===== src/rtl/video_timing_pkg.sv =====
// Shared types and default 640x480@60 timing constants for the video timing generator.
package video_timing_pkg;

  // Per-axis region; order matches the scan order within a line or frame.
  typedef enum logic [1:0] {
    RegActive,
    RegFront,
    RegSync,
    RegBack
  } region_e;

  // Counter and coordinate width; totals up to 2048 fit.
  localparam int unsigned CntW     = 11;
  localparam int unsigned MaxTotal = 2048;

  localparam int unsigned DefHActive = 640;
  localparam int unsigned DefHFp     = 16;
  localparam int unsigned DefHSync   = 96;
  localparam int unsigned DefHBp     = 48;

  localparam int unsigned DefVActive = 480;
  localparam int unsigned DefVFp     = 10;
  localparam int unsigned DefVSync   = 2;
  localparam int unsigned DefVBp     = 33;

endpackage


===== src/rtl/video_timing_gen_axis_counter.sv =====
// One timing axis: a wrapping counter plus the region FSM that tracks it.
module axis_counter
  import video_timing_pkg::*;
#(
  parameter int unsigned ACTIVE = DefHActive,
  parameter int unsigned FP     = DefHFp,
  parameter int unsigned SYNC   = DefHSync,
  parameter int unsigned BP     = DefHBp
) (
  input  logic            clk,
  input  logic            reset,
  input  logic            i_adv,
  output logic [CntW-1:0] o_cnt,
  output region_e         o_region,
  output logic            o_wrap
);

  localparam int unsigned Total = ACTIVE + FP + SYNC + BP;

  if (Total > MaxTotal) begin : g_total_chk
    $error("axis_counter: total of %0d exceeds %0d", Total, MaxTotal);
  end
  // An empty segment would need a region transition the FSM does not have.
  if (ACTIVE == 0 || FP == 0 || SYNC == 0 || BP == 0) begin : g_seg_chk
    $error("axis_counter: every segment must be at least one unit long");
  end

  localparam logic [CntW-1:0] LastCnt    = CntW'(Total - 1);
  localparam logic [CntW-1:0] FrontStart = CntW'(ACTIVE);
  localparam logic [CntW-1:0] SyncStart  = CntW'(ACTIVE + FP);
  localparam logic [CntW-1:0] BackStart  = CntW'(ACTIVE + FP + SYNC);

  logic [CntW-1:0] r_cnt, w_cnt_nxt;
  region_e         r_region, w_region_nxt;

  assign o_wrap   = (r_cnt == LastCnt);
  assign o_cnt    = r_cnt;
  assign o_region = r_region;

  // Next count and region; the region follows the count across each boundary.
  always_comb begin
    w_cnt_nxt    = r_cnt;
    w_region_nxt = r_region;
    if (i_adv) begin
      w_cnt_nxt = o_wrap ? '0 : r_cnt + 1'b1;
      unique case (r_region)
        RegActive: if (w_cnt_nxt == FrontStart) w_region_nxt = RegFront;
        RegFront:  if (w_cnt_nxt == SyncStart)  w_region_nxt = RegSync;
        RegSync:   if (w_cnt_nxt == BackStart)  w_region_nxt = RegBack;
        RegBack:   if (o_wrap)                  w_region_nxt = RegActive;
        default:   w_region_nxt = RegActive;
      endcase
    end
  end

  // Counter and region state.
  always_ff @(posedge clk or negedge reset) begin
    if (!reset) begin
      r_cnt    <= '0;
      r_region <= RegActive;
    end else begin
      r_cnt    <= w_cnt_nxt;
      r_region <= w_region_nxt;
    end
  end

endmodule


===== src/rtl/video_timing_gen.sv =====
// Video timing generator: two axis counters and a registered output decode.
module video_timing_gen
  import video_timing_pkg::*;
#(
  parameter int unsigned H_ACTIVE = DefHActive,
  parameter int unsigned H_FP     = DefHFp,
  parameter int unsigned H_SYNC   = DefHSync,
  parameter int unsigned H_BP     = DefHBp,
  parameter int unsigned V_ACTIVE = DefVActive,
  parameter int unsigned V_FP     = DefVFp,
  parameter int unsigned V_SYNC   = DefVSync,
  parameter int unsigned V_BP     = DefVBp,
  parameter bit          SYNC_POL = 1'b0
) (
  input  logic            clk,
  input  logic            reset,
  input  logic            en,
  output logic            DE,
  output logic            hdmi_h_sync,
  output logic            hdmi_v_sync,
  output logic [CntW-1:0] x_pixel,
  output logic [CntW-1:0] y_pixel,
  output logic            line_start,
  output logic            frame_start
);

  logic [CntW-1:0] w_h_cnt, w_v_cnt;
  region_e         w_h_region, w_v_region;
  logic            w_h_wrap;
  logic            w_v_adv;

  // The vertical axis steps once per completed line.
  assign w_v_adv = en & w_h_wrap;

  axis_counter #(
    .ACTIVE(H_ACTIVE),
    .FP    (H_FP),
    .SYNC  (H_SYNC),
    .BP    (H_BP)
  ) u_h_axis (
    .clk     (clk),
    .reset   (reset),
    .i_adv   (en),
    .o_cnt   (w_h_cnt),
    .o_region(w_h_region),
    .o_wrap  (w_h_wrap)
  );

  axis_counter #(
    .ACTIVE(V_ACTIVE),
    .FP    (V_FP),
    .SYNC  (V_SYNC),
    .BP    (V_BP)
  ) u_v_axis (
    .clk     (clk),
    .reset   (reset),
    .i_adv   (w_v_adv),
    .o_cnt   (w_v_cnt),
    .o_region(w_v_region),
    .o_wrap  ()
  );

  logic            r_de, r_hs, r_vs, r_ls, r_fs;
  logic [CntW-1:0] r_x, r_y;

  // Registered decode of the current counters; pulses clear on idle ticks.
  always_ff @(posedge clk or negedge reset) begin
    if (!reset) begin
      r_de <= 1'b0;
      r_hs <= ~SYNC_POL;
      r_vs <= ~SYNC_POL;
      r_x  <= '0;
      r_y  <= '0;
      r_ls <= 1'b0;
      r_fs <= 1'b0;
    end else if (en) begin
      r_de <= (w_h_region == RegActive) && (w_v_region == RegActive);
      r_hs <= (w_h_region == RegSync) ? SYNC_POL : ~SYNC_POL;
      r_vs <= (w_v_region == RegSync) ? SYNC_POL : ~SYNC_POL;
      r_x  <= w_h_cnt;
      r_y  <= w_v_cnt;
      r_ls <= (w_h_cnt == '0);
      r_fs <= (w_h_cnt == '0) && (w_v_cnt == '0);
    end else begin
      r_ls <= 1'b0;
      r_fs <= 1'b0;
    end
  end

  assign DE          = r_de;
  assign hdmi_h_sync = r_hs;
  assign hdmi_v_sync = r_vs;
  assign x_pixel     = r_x;
  assign y_pixel     = r_y;
  assign line_start  = r_ls;
  assign frame_start = r_fs;

endmodule


===== config.mk =====
export PLATFORM = sky130hd
export DESIGN_NAME = video_timing_gen
export DESIGN_NICKNAME = d
export VERILOG_FILES = /design/src/rtl/video_timing_pkg.sv /design/src/rtl/video_timing_gen_axis_counter.sv /design/src/rtl/video_timing_gen.sv
export SDC_FILE = /design/constraint.sdc
export NUM_CORES = 1
export LEC_CHECK = 0
export ABC_AREA = 1
export ABC_CLOCK_PERIOD_IN_PS = 2220
export BUFFER_PORTS_ARGS = -buffer_cell sky130_fd_sc_hd__buf_2
export CAP_MARGIN = 20
export CELL_PAD_IN_SITES_DETAIL_PLACEMENT = 0
export CELL_PAD_IN_SITES_GLOBAL_PLACEMENT = 1
export CORE_MARGIN = 4
export CORE_UTILIZATION = 35
export DETAILED_ROUTE_END_ITERATION = 12
export GPL_TIMING_DRIVEN = 0
export PLACE_DENSITY_LB_ADDON = 0.15
export SYNTH_ARGS = -nofsm -noshare
export SYNTH_HDL_FRONTEND = slang
export SYNTH_SLANG_ARGS = --single-unit

===== constraint.sdc =====
create_clock -name clk -period 2.22 [get_ports clk]
set_clock_uncertainty 0.15 [all_clocks]
set_input_delay 0.222 -clock clk [delete_from_list [all_inputs] [get_ports clk]]
set_output_delay 0.222 -clock clk [all_outputs]
set_load 0.02 [all_outputs]

# Word level (Yosys, flattened, before mapping)
# Index checks and enable logic that the tools add are counted.
[totals]
register_bits = 53
output_inout_bits = 27
wordCells = 60
[classes]
n_addsub = 2
eq_ne = 22
n_mux = 16
n_bitwise = 1
n_reduce_logical = 8
[op_table]
columns = ["cell", "count"]
rows = [
  ["11-bit by 10-bit equality test with 1-bit output, second input constant", 5],
  ["11-bit by 9-bit equality test with 1-bit output, second input constant", 3],
  ["11-bit by 1-bit adder with 11-bit output, second input constant", 2],
  ["11-bit zero test", 2],
  ["11-bit 2-to-1 mux", 2],
  ["2-bit 2-to-1 mux", 8],
  ["2-bit by 1-bit inequality test with 1-bit output, second input constant", 8],
  ["2-bit case mux with 4 select lines", 2],
  ["5-bit AND reduction", 2],
  ["2-bit equality test, second input constant", 4],
  ["2-bit by 1-bit equality test with 1-bit output, second input constant", 2],
  ["2-bit zero test", 2],
  ["1-bit 2-to-1 mux", 4],
  ["1-bit logical AND", 2],
  ["1-bit AND", 1],
]

# Depth between registers and ports, before layout
[logic_depth]
word_depth = 5
ltp_mapped = 14

# Modules after synthesis
# From an unflattened synthesis, not the netlist that was laid out.
[unflattened]
hier_cells = 445
hier_area_um2 = 3213.1
[modules_own_cells]
columns = ["mod", "n_inst", "cells_each", "area_each_um2", "seq_area_each_um2"]
rows = [
  ["video_timing_gen", 1, 131, 1131.1, 678.2],
  ["axis_counter (u_v_axis)", 1, 156, 1049.8, 325.3],
  ["axis_counter (u_h_axis)", 1, 158, 1032.2, 325.3],
]

# Worst setup path before layout
# No wires, ideal clock.
[synth_timing]
path_kind = "register to register"
start = "reg u_h_axis.r_cnt[0], in the netlist u_h_axis.o_cnt[0]"
end = "reg u_v_axis.r_region[0], in the netlist u_v_axis.o_region[0]"
t_arrival_ps = 1544
t_required_ps = 1953
setup_slack_ps = 410
path_stages_with_launch = 13
n_path_buf = 0
synth_period_minus_slack_ps = 1810
cell_sequence = "dfrtp_1 ha_1 nand2_2 nor2_8 inv_2 nor2_2 nand2_2 a21oi_2 nand2_1 nor2_2 nand2_1 nand2_1 nand2_1"
[synth_between]
elab_chain_cells = 3
[synth_lines]
columns = ["element", "line", "rtl"]
rows = [
  ["start, declared", "video_timing_gen_axis_counter.sv:33", "logic [CntW-1:0] r_cnt, w_cnt_nxt;"],
  ["start signal, assigned", "video_timing_gen_axis_counter.sv:62", "r_cnt <= w_cnt_nxt;"],
  ["11-bit by 10-bit equality test with 1-bit output", "video_timing_gen_axis_counter.sv:36", "assign o_wrap = (r_cnt == LastCnt);"],
  ["1-bit AND", "video_timing_gen.sv:33", "assign w_v_adv = en & w_h_wrap;"],
  ["5-bit AND reduction (no source line)", "--", ""],
  ["end signal, assigned", "video_timing_gen_axis_counter.sv:60", "r_region <= RegActive;"],
  ["end signal, assigned", "video_timing_gen_axis_counter.sv:63", "r_region <= w_region_nxt;"],
  ["end, declared", "video_timing_gen_axis_counter.sv:34", "region_e r_region, w_region_nxt;"],
]
# No other way between the ends.
# A chain may end at the register's enable or synchronous reset.

# Final worst setup path
[layout_timing]
start = "reg u_v_axis.r_cnt[0], in the netlist u_v_axis.o_cnt[0]"
end = "reg u_v_axis.r_region[0], in the netlist u_v_axis.o_region[0]"
[layout_between]
elab_chain_cells = 5
elab_cells_between_ends = 11
[layout_lines]
columns = ["element", "line", "rtl"]
rows = [
  ["start, declared", "video_timing_gen_axis_counter.sv:33", ""],
  ["start signal, assigned", "video_timing_gen_axis_counter.sv:62", ""],
  ["11-bit by 1-bit adder with 11-bit output or 11-bit by 10-bit equality test with 1-bit output (tied branches)", "video_timing_gen_axis_counter.sv:45, video_timing_gen_axis_counter.sv:36", ""],
  ["11-bit 2-to-1 mux", "video_timing_gen_axis_counter.sv:45", "w_cnt_nxt = o_wrap ? '0 : r_cnt + 1'b1;"],
  ["11-bit by 9-bit equality test with 1-bit output (on tied branches)", "video_timing_gen_axis_counter.sv:48, video_timing_gen_axis_counter.sv:47, video_timing_gen_axis_counter.sv:49", ""],
  ["2-bit by 1-bit inequality test with 1-bit output (no source line)", "--", ""],
  ["5-bit AND reduction (no source line) *", "--", ""],
]
# Every way passes the cells marked *; elsewhere a longest branch is shown, timed or not.

==> impl_metrics.json <==
{
  "min_from": "en",
  "wl_um": 7251,
  "antenna_left": 0,
  "n_fill_cell": 871,
  "async_reset_ff_share_pct": 100.0,
  "arrival_ns": 2.12,
  "required_ns": 2.29,
  "start_util_pct": 35.80,
  "yosys.area.top_type": "dfrtp_1",
  "r2r-start": "u_v_axis.o_cnt[0]",
  "cts_tree": "done",
  "synth_edf_count": 0,
  "cp.buffers_inverters": 1,
  "worstSetupPathType": "reg -> reg",
  "path_max_fanout": 4,
  "leakagePower_uw": 0.001641,
  "viasPerCell": 4.684,
  "regArea_mm2": 0.001331,
  "port_buffers": 29,
  "cts_sinks": 53,
  "numCtsBuffers": 5,
  "endpoint_kind": "register",
  "drv_slew": 0,
  "utilization_pct": 41.80,
  "synth_most_common_cell": "nand2_1",
  "firstDrtPassIters": 4,
  "slowest_delay_ns": 0.43,
  "multi_input_area_mm2": 0.001419,
  "dp.cells": 509,
  "final.period_utilization_pct": 92.41,
  "dp_hpwl_um": 5450,
  "ys_seq_area_share_pct": 45.40,
  "grt_pass1_vias": 2383,
  "synth_area_leaders": "dfrtp_1 44%, nand2_1 15%, o21ai_0 7.4%",
  "synth_top_area_share_pct": 43.61,
  "ys_warn_count": 0,
  "drt_iter0_markers": 106,
  "startpoint_type": "register",
  "critPathTopFamily": "simple AND/OR/NAND/NOR gates",
  "dpl-instance-area_mm2": 0.003223,
  "syn_inst": 374,
  "reg2reg_slack_ns": 0.17,
  "antenna_found_initial": 0,
  "status": "complete, no violations",
  "hold_viol_final": 0,
  "antennaDiodeCount": 0,
  "die_w_um": 99.44,
  "min_path_type": "in -> reg",
  "path_cells": "ha_2 -> nand2_1 -> nor2_2 -> inv_1 -> nor2_2 -> nand3_1 -> nand2_1 -> nand2_1 -> nand3b_1 -> nand2_2 -> nand2_1 -> nand2_1 -> nand2_1",
  "layout.cells.non_filler": 519,
  "cp-startpoint": "u_v_axis.o_cnt[0]",
  "final_area_mm2": 0.003417,
  "grt_pass1_wl_um": 12250,
  "setup_violations": 0,
  "avgRoutedWirePerCell_um": 13.97,
  "ir_worst_vdd_mv": 0.3404,
  "cts_max_level": 2,
  "area_growth_pct": 16.76,
  "synth.net_count": 390,
  "fmax_ghz": 0.4874,
  "nets": 429,
  "worstSkewPairLatency_ns": 0.32,
  "via_count": 2431,
  "post_synth_num_cell_types": 33,
  "globalplace.congestion": 0.8589,
  "ios": 30,
  "clockBufferDepth": 2,
  "fp.dieArea_mm2": 0.009888,
  "syn-mean-instance-area_um2": 7.825,
  "min_period_ns": 2.052,
  "grt_max_degree": 29,
  "global_route.usage.total_pct": 15.49,
  "core.rowCount": 33,
  "clkTransAtPathRegs_ns": 0.10,
  "root_buffer": "clkbuf_8",
  "cap_violations": 0,
  "synthTopCellsByCount": "115 x nand2_1, 51 x dfrtp_1, 43 x o21ai_0",
  "post-route-drc-count": 0,
  "synth_seq_cells": 53,
  "grt_setup_unrepaired": "true",
  "drive_gt1_share_pct": 18.12,
  "fp.dieH_um": 99.44,
  "synth_area_mm2": 0.002927,
  "grt_remaining_overflow": 0,
  "synth_top_flop_cell": "dfrtp_1",
  "placeableCoreArea_mm2": 0.008175,
  "power.density_mw_per_mm2": 821.9,
  "tightest_slew_ns": 0.6649,
  "relSlewSlack_pct": 55.67,
  "slowest_stage": "dfrtp_1",
  "cpMostUsedCell": "nand2_1",
  "fin_tns_setup_ns": 0
}
[metal layers]
metal  part of all wire [%]  global-route usage (%)  wire, um  vias to the layer above
li1                       -                       -         -                     1267
met1                     54                   23.69      3895                     1119
met2                     42                   22.57      3010                       39
met3                    3.6                   2.595       260                        6
met4                    1.2                   4.097        85                        0
met5                      0                       0         0                        -
[worst reg2reg max path, delay by kind of cell (launching register included)]
family	cells	cell delay [ns]
fa+ha+maj	1	0.21
buf+inv	1	0.08
flops	1	0.43
simple gates	11	1.07
[placed cells by master, fill, tap and decap left out, types with 2 or more instances in the layout]
cell	synthesis	final
inv_1	41	40
ha_1	13	11
o21ai_1	2	3
nor3_2	1	2
o21ai_0	43	42
buf_2	1	30
dfrtp_1	51	49
nand2_2	2	3
inv_2	2	3
nand3_1	25	25
nand2_1	115	114
clkbuf_1	8	8
nand4_1	5	5
o22ai_1	2	2
dfrtp_2	0	2
a21oi_1	4	3
dfstp_2	2	2
nor2_1	23	22
a21oi_2	1	2
buf_4	2	3
nand3_2	4	3
nor2_2	6	7
nand3_4	1	2
xor2_1	7	7
clkbuf_8	0	5
bufinv_16	0	2
nor3_1	4	3
[path summary, 6_finish.rpt]
check / endpoint / cells past startpoint
min in group asynchronous: u_v_axis.o_cnt[5] / 2
min reg2reg: x_pixel[2] / 2
max: u_v_axis.o_region[0] / 13
max reg2reg: u_v_axis.o_region[0] / 13
min: x_pixel[0] / 3
max in group asynchronous: x_pixel[4] / 3
[state kept, by name (all words and copies together) (netlist names)]
name / cells
y_pixel: 11
frame_start: 1
x_pixel: 11
hdmi_h_sync: 1
u_h_axis.o_region: 2
u_h_axis.o_cnt: 11
DE: 1
hdmi_v_sync: 1
u_v_axis.o_cnt: 11
line_start: 1
u_v_axis.o_region: 2
[what timing repair did]
item / 4_1_cts / 5_1_grt
endpoints found under the setup margin: 0 / 5
hold buffers: 1 / 0
setup buffers: 0 / 1
resized for setup: 0 / 12
endpoints found under the hold margin: 25 / 0
[area by class of cell]
cell class,instances,area share (%)
clock inverter,3,2.014
sequential,53,38.96
buffer,11,1.465
inverter,44,4.833
clock buffer,5,2.014
multi-input combinational,266,41.52
tap,105,3.845
timing repair buffer,32,5.346
[metrics by stage]
stage          hold slack [ns]  total power (uW)  setup WS [ns]
2_1_floorplan          -0.2236              1768         0.4096
3_3_place_gp            0.3034              1995        0.07350
3_5_place_dp            0.1555              2008        0.06082
4_1_cts                0.07677              2825        0.02838
5_1_grt                0.07677              3013       -0.01150
6_report               0.07839              2808         0.1685
[logic make-up (layout without fill, tap and decap cells)]
family	after synthesis	count (layout)	synth area share, %
AOI/OAI and AO/OA	53	53	9.406
and+or+nand+nor	193	193	30.18
xor gates and xnor gates	7	7	2.095
adders and majority gates	13	13	5.558
DFF	53	53	45.40
buffers and inverters	55	95	7.353
[report_power, final]
part	internal, uW	switching, uW
clock	454	355
sequential	1110	116
combinational	255	520
Note: power is estimated with default switching activity, not from simulation.
